### src/rtl/recovery_phase_sequencer.sv
// Recovery phase sequencer: COMMIT -> RECOVER_0 -> RECOVER_1 -> COMMIT after an accepted recovery.
// Optional statistics counters are built when RSD_RECOVERY_SEQ_STATS_EN is defined.
module recovery_phase_sequencer #(
  parameter int COMMIT_WIDTH          = 2,
  parameter int ACTIVE_LIST_ENTRY_NUM = 64,
  parameter int REFETCH_TYPE_WIDTH    = 3,
  parameter int EXEC_STATE_WIDTH      = 4
) (
  input  logic                                     clk,
  input  logic                                     rst,
  input  logic                                     cm_exception_valid,
  input  logic [REFETCH_TYPE_WIDTH-1:0]            cm_refetch_type,
  input  logic [$clog2(COMMIT_WIDTH)-1:0]          cm_recovery_op_index,
  input  logic [EXEC_STATE_WIDTH-1:0]              cm_recovery_cause,
  input  logic                                     be_exception_valid,
  input  logic [REFETCH_TYPE_WIDTH-1:0]            be_refetch_type,
  input  logic [$clog2(ACTIVE_LIST_ENTRY_NUM):0]   flush_entry_num,
  input  logic                                     store_commit_busy,
  output logic [1:0]                               phase,
  output logic                                     unable_to_start_recovery,
  output logic                                     recovery_start,
  output logic                                     recovery_from_commit,
  output logic [REFETCH_TYPE_WIDTH-1:0]            refetch_type,
  output logic [$clog2(COMMIT_WIDTH)-1:0]          recovery_op_index,
  output logic [EXEC_STATE_WIDTH-1:0]              recovery_cause,
  output logic                                     rename_logic_recovery_rmt,
  output logic [$clog2(COMMIT_WIDTH+1)-1:0]        flush_num,
  output logic                                     recovery_done,
  output logic [31:0]                              stat_cm_count,
  output logic [31:0]                              stat_be_count
);

  localparam int IDX_W = $clog2(COMMIT_WIDTH);
  localparam int REM_W = $clog2(ACTIVE_LIST_ENTRY_NUM) + 1;
  localparam int FN_W  = $clog2(COMMIT_WIDTH + 1);
  localparam logic [REM_W-1:0] CW_REM    = REM_W'(COMMIT_WIDTH);
  localparam logic [REM_W-1:0] AL_REM    = REM_W'(ACTIVE_LIST_ENTRY_NUM);
  localparam logic [FN_W-1:0]  CW_FLUSH  = FN_W'(COMMIT_WIDTH);

  typedef enum logic [1:0] {
    PH_COMMIT    = 2'd0,
    PH_RECOVER_0 = 2'd1,
    PH_RECOVER_1 = 2'd2
  } phase_e;

  phase_e                        phase_q, phase_d;
  logic [REM_W-1:0]              remaining_q, remaining_d;
  logic                          from_commit_q, from_commit_d;
  logic [REFETCH_TYPE_WIDTH-1:0] refetch_type_q, refetch_type_d;
  logic [IDX_W-1:0]              op_index_q, op_index_d;
  logic [EXEC_STATE_WIDTH-1:0]   cause_q, cause_d;

  logic                          accept_s;
  logic                          last_s;
  logic [REM_W-1:0]              flush_sat_s;
  logic [FN_W-1:0]               flush_now_s;

  // Accept decode, saturated flush count and per-cycle flush amount from registered state.
  always_comb begin
    accept_s    = (phase_q == PH_COMMIT) && !store_commit_busy &&
                  (cm_exception_valid || be_exception_valid);
    flush_sat_s = (flush_entry_num > AL_REM) ? AL_REM : flush_entry_num;
    if (phase_q == PH_RECOVER_1) begin
      flush_now_s = (remaining_q > CW_REM) ? CW_FLUSH : FN_W'(remaining_q);
      last_s      = (remaining_q <= CW_REM);
    end else begin
      flush_now_s = '0;
      last_s      = 1'b0;
    end
  end

  // Next-state and latched-field logic; the commit request wins when both are valid.
  always_comb begin
    phase_d        = phase_q;
    remaining_d    = remaining_q;
    from_commit_d  = from_commit_q;
    refetch_type_d = refetch_type_q;
    op_index_d     = op_index_q;
    cause_d        = cause_q;
    case (phase_q)
      PH_COMMIT: begin
        if (accept_s) begin
          phase_d     = PH_RECOVER_0;
          remaining_d = flush_sat_s;
          if (cm_exception_valid) begin
            from_commit_d  = 1'b1;
            refetch_type_d = cm_refetch_type;
            op_index_d     = cm_recovery_op_index;
            cause_d        = cm_recovery_cause;
          end else begin
            from_commit_d  = 1'b0;
            refetch_type_d = be_refetch_type;
            op_index_d     = '0;
            cause_d        = '0;
          end
        end else begin
          phase_d = PH_COMMIT;
        end
      end
      PH_RECOVER_0: phase_d = PH_RECOVER_1;
      PH_RECOVER_1: begin
        remaining_d = remaining_q - REM_W'(flush_now_s);
        if (last_s) begin
          phase_d = PH_COMMIT;
        end else begin
          phase_d = PH_RECOVER_1;
        end
      end
      default: begin
        phase_d     = PH_COMMIT;
        remaining_d = '0;
      end
    endcase
  end

  // State and latched-field registers.
  always_ff @(posedge clk or posedge rst) begin
    if (rst) begin
      phase_q        <= PH_COMMIT;
      remaining_q    <= '0;
      from_commit_q  <= 1'b0;
      refetch_type_q <= '0;
      op_index_q     <= '0;
      cause_q        <= '0;
    end else begin
      phase_q        <= phase_d;
      remaining_q    <= remaining_d;
      from_commit_q  <= from_commit_d;
      refetch_type_q <= refetch_type_d;
      op_index_q     <= op_index_d;
      cause_q        <= cause_d;
    end
  end

  assign phase                     = phase_q;
  assign unable_to_start_recovery  = (phase_q != PH_COMMIT) || store_commit_busy;
  assign recovery_start            = accept_s;
  assign recovery_from_commit      = from_commit_q;
  assign refetch_type              = refetch_type_q;
  assign recovery_op_index         = op_index_q;
  assign recovery_cause            = cause_q;
  assign rename_logic_recovery_rmt = (phase_q == PH_RECOVER_1);
  assign flush_num                 = flush_now_s;
  assign recovery_done             = last_s;

`ifdef RSD_RECOVERY_SEQ_STATS_EN
  logic [31:0] stat_cm_q, stat_cm_d;
  logic [31:0] stat_be_q, stat_be_d;

  // Saturating per-source accept counters.
  always_comb begin
    stat_cm_d = stat_cm_q;
    stat_be_d = stat_be_q;
    if (accept_s && cm_exception_valid) begin
      if (stat_cm_q != 32'hFFFF_FFFF) begin
        stat_cm_d = stat_cm_q + 32'd1;
      end else begin
        stat_cm_d = stat_cm_q;
      end
    end else if (accept_s) begin
      if (stat_be_q != 32'hFFFF_FFFF) begin
        stat_be_d = stat_be_q + 32'd1;
      end else begin
        stat_be_d = stat_be_q;
      end
    end else begin
      stat_cm_d = stat_cm_q;
    end
  end

  // Statistics registers.
  always_ff @(posedge clk or posedge rst) begin
    if (rst) begin
      stat_cm_q <= 32'd0;
      stat_be_q <= 32'd0;
    end else begin
      stat_cm_q <= stat_cm_d;
      stat_be_q <= stat_be_d;
    end
  end

  assign stat_cm_count = stat_cm_q;
  assign stat_be_count = stat_be_q;
`else
  assign stat_cm_count = 32'd0;
  assign stat_be_count = 32'd0;
`endif

endmodule

### config.mk
export PLATFORM = sky130hd
export DESIGN_NAME = recovery_phase_sequencer
export DESIGN_NICKNAME = d
export VERILOG_FILES = /design/src/rtl/recovery_phase_sequencer.sv
export SDC_FILE = /design/constraint.sdc
export NUM_CORES = 1
export LEC_CHECK = 0
export CELL_PAD_IN_SITES_DETAIL_PLACEMENT = 2
export CELL_PAD_IN_SITES_GLOBAL_PLACEMENT = 2
export CORE_MARGIN = 2
export CORE_UTILIZATION = 19
export DETAILED_ROUTE_END_ITERATION = 10
export GPL_ROUTABILITY_DRIVEN = 0
export HOLD_SLACK_MARGIN = 0.05
export PLACE_DENSITY_LB_ADDON = 0.1
export SETUP_SLACK_MARGIN = 0.1
export SLEW_MARGIN = 5
export SYNTH_ARGS = -nofsm -noshare
export SYNTH_HDL_FRONTEND = slang
export SYNTH_SLANG_ARGS = --single-unit
### constraint.sdc
create_clock -name clk -period 3.6 [get_ports clk]
set_clock_uncertainty 0.05 [all_clocks]
set_input_delay 0.54 -clock clk [delete_from_list [all_inputs] [get_ports clk]]
set_output_delay 0.54 -clock clk [all_outputs]
set_load 0.005 [all_outputs]
# == Word level (Yosys, flattened, before mapping) ==
# Index checks and enable logic that the tools add are counted.
# op_classes
eq_ne,3
bitwise_logic,1
mux,13
addsub,1
multipliers,0
shifts,0
n_div,0
reduce_logical,9
magnitude_cmp,3
# ops
op,count
case mux 7 bit (3 select lines),1
2-to-1 mux 7 bit,2
"> comparator 7 x 2 -> 1 bit, second input constant",1
"> comparator 7 bit, second input constant",1
"<= comparator 7 x 2 -> 1 bit, second input constant",1
subtractor 7 x 2 -> 7 bit,1
2-to-1 mux 2 bit,3
case mux 2 bit (3 select lines),1
2-to-1 mux 1 bit,4
2-to-1 mux 4 bit,1
AND reduction 2 bit,2
2-to-1 mux 3 bit,1
"== test 2 x 1 -> 1 bit, second input constant",1
"== test 2 bit, second input constant",1
logical AND 1 bit,2
zero test 2 bit,1
logical OR 1 bit,2
"inequality test 2 bit, second input constant",1
nonzero test 2 bit,1
zero test 1 bit,1
inverter 1 bit,1
# word_totals
n_memories,0
in_bits,23
rom_bits,0
latchBits,0
elab_cells,36
register_bits,18
mem_bits_rw,0

# == Longest topological paths before layout ==
# Gate-level depths: netlist (run 1).
# logic_depth
word_depth,5
depth_mapped,10
mapped_depth_nobuf,10

# == Least setup slack after synthesis (run 1) ==
# OpenSTA, ideal clock, no wires.
# synth_timing
kind,reg2reg
from,reg remaining_q[5]
to,reg remaining_q[6]
t_required_ns,3.446
path_stages_with_launch,10
arrival_ns,2.456
n_path_buf,0
slack_ns,0.990
synth_period_minus_slack_ns,2.610
cell_sequence,dfrtp_1 -> or4_4 -> or2_4 -> nor4_1 -> ha_1 -> inv_1 -> ha_1 -> nor4_1 -> a21oi_1 -> o311ai_1
# synth_between
elab_chain_cells,5
# synth_rtl
element,line_no,text
start: declaration,47,"logic [REM_W-1:0] remaining_q, remaining_d;"
start signal: assignment,127,remaining_q <= remaining_d;
> comparator 7 x 2 -> 1 bit,64,flush_now_s = (remaining_q > CW_REM) ? CW_FLUSH : FN_W'(remaining_q);
2-to-1 mux 2 bit,64,
2-to-1 mux 2 bit,63,if (phase_q == PH_RECOVER_1) begin
via flush_num[0],27,"output logic [$clog2(COMMIT_WIDTH+1)-1:0] flush_num,"
subtractor 7 x 2 -> 7 bit,102,remaining_d = remaining_q - REM_W'(flush_now_s);
case mux 7 bit (3 select lines),80,case (phase_q)
# The timed path passes the listed nets, and every way through them passes these cells.
# A chain may end at the register's enable or synchronous reset.

# == Worst setup path in the final report (run 1) ==
# layout_timing
from,reg remaining_q[5]
to,out flush_num[0]
# layout_between
elab_chain_cells,3
# layout_rtl
element,line_no
> comparator 7 x 2 -> 1 bit,64
2-to-1 mux 2 bit,64
2-to-1 mux 2 bit,63
end: declaration,27
# Every way passes these cells.

==> results of run 1 <==
-- per-layer routing --
layer  vias up  share of wire [%]  track usage, %
met4         0               0.41            2.65
met3         2                5.7            1.91
met5         -                  0               0
met2        50                 52            18.0
met1       561                 42            12.5
li1        524                  -               -
-- stage by stage --
step / std cells / util, % / hold slack (ns)
after global routing: 307 / 24.1 / 0.483
after global placement: 303 / 23.3 / 0.416
after detailed placement: 303 / 23.3 / 0.425
final: 307 / 24.1 / 0.437
after CTS: 307 / 24.1 / 0.447
after floorplan: 233 / - / 0.423
-- power groups by stage --
stage | Combinational (mW) | Sequential, mW | Clock, mW
final | 0.566 | 0.382 | 0.173
after global routing | 0.639 | 0.401 | 0.191
after CTS | 0.575 | 0.385 | 0.181
after detailed placement | 0.574 | 0.384 | 0
after global placement | 0.562 | 0.379 | 0
after floorplan | 0.352 | 0.366 | 0
-- registers in the layout, summed over array words and instances (netlist names) --
name and flops:
phase 2, recovery_cause 4, recovery_from_commit 1, recovery_op_index 1
refetch_type 3, remaining_q 7
-- cell type report --
| class | count | area (um^2) | share of cell area (%) |
|---|---|---|---|
| clock buffers | 4 | 55.1 | 3.12 |
| inverters | 10 | 37.5 | 2.13 |
| multi-input cells | 136 | 701 | 39.7 |
| flip-flops and latches | 18 | 450 | 25.5 |
| well taps | 99 | 124 | 7.02 |
| repair buffers | 40 | 398 | 22.5 |
-- critical path: stages, from the launching register on --
cell             delay (ns)
dfrtp_1                0.40
or4_4                  0.58
or2_4                  0.28
nor4_1                 0.28
clkdlybuf4s50_1        0.58
-- placed cells by master, fill, tap and decap left out, types with 2 or more instances in the layout --
cell type        Yosys  routed
a211oi_1             2       2
a21o_1               2       2
a21oi_1              7       7
a22o_1               5       5
a32oi_1              2       2
clkbuf_8             0       4
clkdlybuf4s50_1      0      39
conb_1               1      64
dfrtp_1             18      18
ha_1                 2       2
inv_1               10      10
mux2i_1              3       3
nand2_1              8       8
nand2b_1             2       2
nor2_1               6       6
nor3_1               5       5
nor4_1               2       2
o21ai_0             10      10
-- cells by family (layout without fill, tap and decap cells) --
kind of cell	Yosys count	count (layout)	share of synthesized area, %
compound gates	37	37	17.1
fa+ha+maj	2	2	1.72
buf+inv	79	54	37.0
flops	18	18	31.0
mux	3	3	2.07
other cells	1	64	0.258
simple gates	30	30	10.8
-- path summary, 6_finish.rpt --
kind                                                    end  slack, ns                        startpoint  depth (start not counted)
min reg2reg                recovery_from_commit$_DFFE_PP0P_       0.44  recovery_from_commit$_DFFE_PP0P_                          1
min                        recovery_from_commit$_DFFE_PP0P_       0.44  recovery_from_commit$_DFFE_PP0P_                          1
max reg2reg                      remaining_q[6]$_DFFE_PP0P_       0.75        remaining_q[5]$_DFFE_PP0P_                          9
max                                            flush_num[0]       0.64        remaining_q[5]$_DFFE_PP0P_                          4
max in group asynchronous        remaining_q[3]$_DFFE_PP0P_       2.34                               rst                          2
min in group asynchronous       refetch_type[0]$_DFFE_PP0P_       0.67                               rst                          2
==> results_dict.tcl, run 1 <==
set metrics [dict create \
    grt_first_pass_wirelength_mm 6.80 \
    grt_max_degree 19 \
    slew_headroom_pct 48.6 \
    viasPerCell 3.70 \
    rsz0062_at_grt "no" \
    nets 234 \
    place_area_um2 1710 \
    cap_violations 0 \
    clockBufferDepth 2 \
    switching_power_mw 0.444 \
    die_area_um2 8360 \
    crit_arrival_ns 2.37 \
    synth_edf_count 0 \
    post-place-ws_ns 0.747 \
    start_util_pct 19.8 \
    cts_resized 0 \
    worst_pin_slew_ns 0.771 \
    syn_avg_cell_area_um2 8.54 \
    swShare_pct 39.7 \
    synth.most_common_cell "buf_4" \
    synth_top_area_cell "buf_4" \
    worst_slack_ns 0.641 \
    num_vias 1137 \
    period_share_pct 82.2 \
    yosysWarnings 0 \
    final_cell_area_um2 1770 \
    num-fill-cells 873 \
    intPower_mw 0.676 \
    antenna_found_initial 0 \
    hold_path_class "flip-flop to flip-flop" \
    crit_path_end_kind "output port" \
    yosysSeqAreaShare_pct 31.0 \
    synthArstFlopShare_pct 100 \
    grt_pass1_vias 1264 \
    worst_setup_path_start_kind "flip-flop" \
    antenna-diode-count 0 \
    cts.sinks 18 \
    port_buffers 39 \
    drtAntennaViolNets 0 \
    clk_pin_slew_worst_paths_ns 0.07 \
    die_w_um 91.4 \
    drc 0 \
    cts-root-buf "clkbuf_8" \
    sequentialPowerShare_pct 34.1 \
    hold_viol_final 0 \
    overflow 0 \
    clock.fmax_mhz 338 \
    cellLeakagePower_nw 0.840 \
    peakVddDrop_mv 0.177 \
    synth_cell_types 35 \
    p_total_mw 1.12 \
    wl_mm 4.15 \
    status "finished clean" \
    ys_ff_latch 18 \
    setup_tns_ns 0 \
    p_per_area_nw_per_um2 634 \
    p_comb_share_pct 50.5 \
    synth_flop_cell "dfrtp_1" \
    dp_hpwl_mm 3.34 \
    cts_tree "yes" \
    avgRoutedWirePerCell_um 13.5 \
    area_delta_synth_final_pct 21.5 \
    cts_hold_buf 0 \
    yosysTopAreaCellShare_pct 33.1 \
    path_max_fanout 5 \
    drtPass1Iterations 4 \
    core_um2 7330 \
    synthesis.instances 170 \
    clk_latency_ns 0.26 \
    drive_gt1_share_pct 3.85 \
    cts_made_buffers 3 \
    crit_type "flip-flop to output port" \
    pwr-share-clk_pct 15.4 \
    drt_iter0_markers 44 \
    finalSetupViolations 0 \
    cts_max_level 1 \
    worstPathRequired_ns 3.01 \
    synth_commonest_cells "buf_4, dfrtp_1, inv_1, o21ai_0, nand2_1" \
    slew_violations 0 \
    grt_use_total_pct 10.1 \
    fin_crit_ns 2.96 \
    std_cell_rows 31 \
    post_cts_buffers 0 \
    fp.dieH_um 91.4 \
    synthTopCellsByArea "buf_4, dfrtp_1, o21ai_0" \
    ios 104 \
    syn-cell-area_um2 1450 \
]
(Power assumes the default switching activity.)
==> run 2: changes to the inputs <==
CORE_UTILIZATION = 16   (was 19)
clock period = 2.4 ns   (was 3.6 ns; I/O delays follow)
==> run 2 against run 1 <==
Compared with the run above:
- the flow now finishes with violations (negative setup slack)
- sequential share of layout area down 2.9 points
- hold slack worse by 0.055 ns
- largest cell class unchanged
- routed wire length up 5.8%
- global-route usage down 1.5 points
- die area up 18%
- via count up 4.3%
- first-iteration DRC count down 70%
==> results_dict.tcl, run 2 (synthesized netlist as in run 1, its figures left out) <==
set metrics [dict create \
    peakVddDrop_mv 0.220 \
    worstPathRequired_ns 2.49 \
    grt_pass1_vias 1226 \
    crit_cells 11 \
    violations "negative setup slack" \
    dp_hpwl_mm 3.49 \
    cts_made_buffers 3 \
    path_delay_family "simple AND/OR/NAND/NOR gates" \
    fin_crit_ns 2.48 \
    setup_tns_ns -0.195 \
    area_delta_synth_final_pct 37.2 \
    clk_pin_slew_worst_paths_ns 0.07 \
    hold_path_class "primary input to asynchronous set/reset pin" \
    slew_violations 0 \
    path_max_fanout 4 \
    wl_mm 4.39 \
    num_vias 1186 \
    drtPass1Iterations 4 \
    cp_slowest_cell "or4_4" \
    clk_latency_ns 0.25 \
    cts-root-buf "clkbuf_8" \
    clockBufferDepth 2 \
    cts_tree "yes" \
    cap_violations 0 \
    final_cell_mix "conb_1, clkdlybuf4s50_1, dfrtp_1" \
    cts_max_level 1 \
    avgRoutedWirePerCell_um 13.2 \
    crit_type "flip-flop to flip-flop" \
    grt_max_degree 19 \
    grt_first_pass_wirelength_mm 6.77 \
    rsz0062_at_grt "yes" \
    crit_arrival_ns 2.57 \
    cellLeakagePower_nw 0.941 \
    ios 104 \
    r2r_end "remaining_q[4]$_DFFE_PP0P_" \
    period_share_pct 103 \
    drt_iter0_markers 13 \
    antenna_found_initial 0 \
    crit_path_end_kind "flip-flop" \
    crit_chain "or4_4 -> or2_4 -> nor4_4 -> ha_2 -> inv_2 -> ha_4 -> buf_12 -> nor3_4 -> nor2_1 -> o21ai_1 -> nand2_1" \
    worst-r2r-cell-count 11 \
    worst_slack_ns -0.0779 \
    std_cell_rows 34 \
    antenna-diode-count 0 \
    max_stage_delay_ns 0.54 \
    slew_headroom_pct 63.5 \
    place_inst 324 \
    critPathCapture "remaining_q[4]$_DFFE_PP0P_" \
    top_register "remaining_q" \
    port_buffers 39 \
    overflow 0 \
    final_common_cell "conb_1" \
    worst_setup_path_start_kind "flip-flop" \
    core_um2 8760 \
    stdcell_count 332 \
    fp.dieH_um 99.3 \
    die_w_um 99.3 \
    whs_ns 0.382 \
    hold_viol_final 0 \
    start_util_pct 16.6 \
    worst_pin_slew_ns 0.548 \
    largest_reg_flops 7 \
    cts.sinks 18 \
    crit_buf_inv 2 \
    status "finished with violations" \
    drtAntennaViolNets 0 \
    clock.fmax_mhz 404 \
    cp-startpoint "remaining_q[5]$_DFFE_PP0P_" \
    r2r_start "remaining_q[5]$_DFFE_PP0P_" \
    nets 251 \
    p_per_area_nw_per_um2 993 \
    die_area_um2 9860 \
    finalSetupViolations 3 \
    rrSetupSlack_ns -0.08 \
    drc 0 \
    grt_use_total_pct 8.68 \
    drive_gt1_share_pct 17.0 \
    viasPerCell 3.57 \
]
==> run 2: cell types whose count changed in the layout (fill, tap and decap cells not counted), moves of 2 or more <==
cell	previous run	this run
buf_4	1	17
nor4_4	0	2
o21ai_1	0	2
o21ai_0	10	8
nor4_1	2	0
clkdlybuf4s50_1	39	36
ha_1	2	0
==> run 2: cell type report <==
type,instances,area [um^2]
Clock buffer,3,41.3
Fill cell,1031,6770
Inverter,10,37.5
Multi-Input combinational cell,136,793
Sequential cell,18,450
Tap cell,108,135
Timing Repair Buffer,57,536
==> run 2: through the flow <==
stage	cell area (um^2)	utilization (%)	setup slack [ns]	power, mW
2_1_floorplan	1730	-	0.0539	1.13
3_3_place_gp	1850	21.1	0.0148	1.61
3_5_place_dp	1850	21.1	-0.0738	1.61
4_1_cts	1930	22.0	-0.0450	1.89
5_1_grt	1990	22.7	-0.204	2.16
6_report	1990	22.7	-0.0779	1.98
==> run 2: per-layer routing <==
metal	track usage (%)	vias to the layer above	wire [um]
li1	-	556	-
met1	12.0	572	1930
met2	13.7	56	2120
met3	2.18	2	323
met4	1.90	0	19
met5	0	-	0
==> run 2: how the worst min path moves through the flow <==
stage                                          to  cells after the start
floorplan                      phase[0]$_DFF_PP0_                      1
global placement      refetch_type[0]$_DFFE_PP0P_                      2
detailed placement    refetch_type[1]$_DFFE_PP0P_                      2
CTS                   refetch_type[0]$_DFFE_PP0P_                      3
global route        recovery_cause[0]$_DFFE_PP0P_                      3
finish              recovery_cause[3]$_DFFE_PP0P_                      3
==> run 2: worst reg2reg max path, stage by stage (launching register included) <==
cell and delay [ns]:
dfrtp_1 0.38, or4_4 0.54, or2_4 0.27, nor4_4 0.16, ha_2 0.25, inv_2 0.05, ha_4 0.17, buf_12 0.13
nor3_4 0.11, nor2_1 0.07, o21ai_1 0.11, nand2_1 0.08
==> run 2: what timing repair did <==
| item | CTS | global route |
|---|---|---|
| pin swaps | 2 | 7 |
| gates resized for setup | 10 | 10 |
| setup endpoints to repair | 8 | 10 |
| cloned | 0 | 0 |
| hold buffers | 0 | 0 |
| setup buffers | 3 | 2 |
==> run 2: power by group <==
part           total (mW)  internal (mW)  switching (mW)
logic                1.20          0.642           0.556
registers           0.561          0.436           0.125
clock network       0.221          0.112           0.109
total                1.98           1.19           0.791
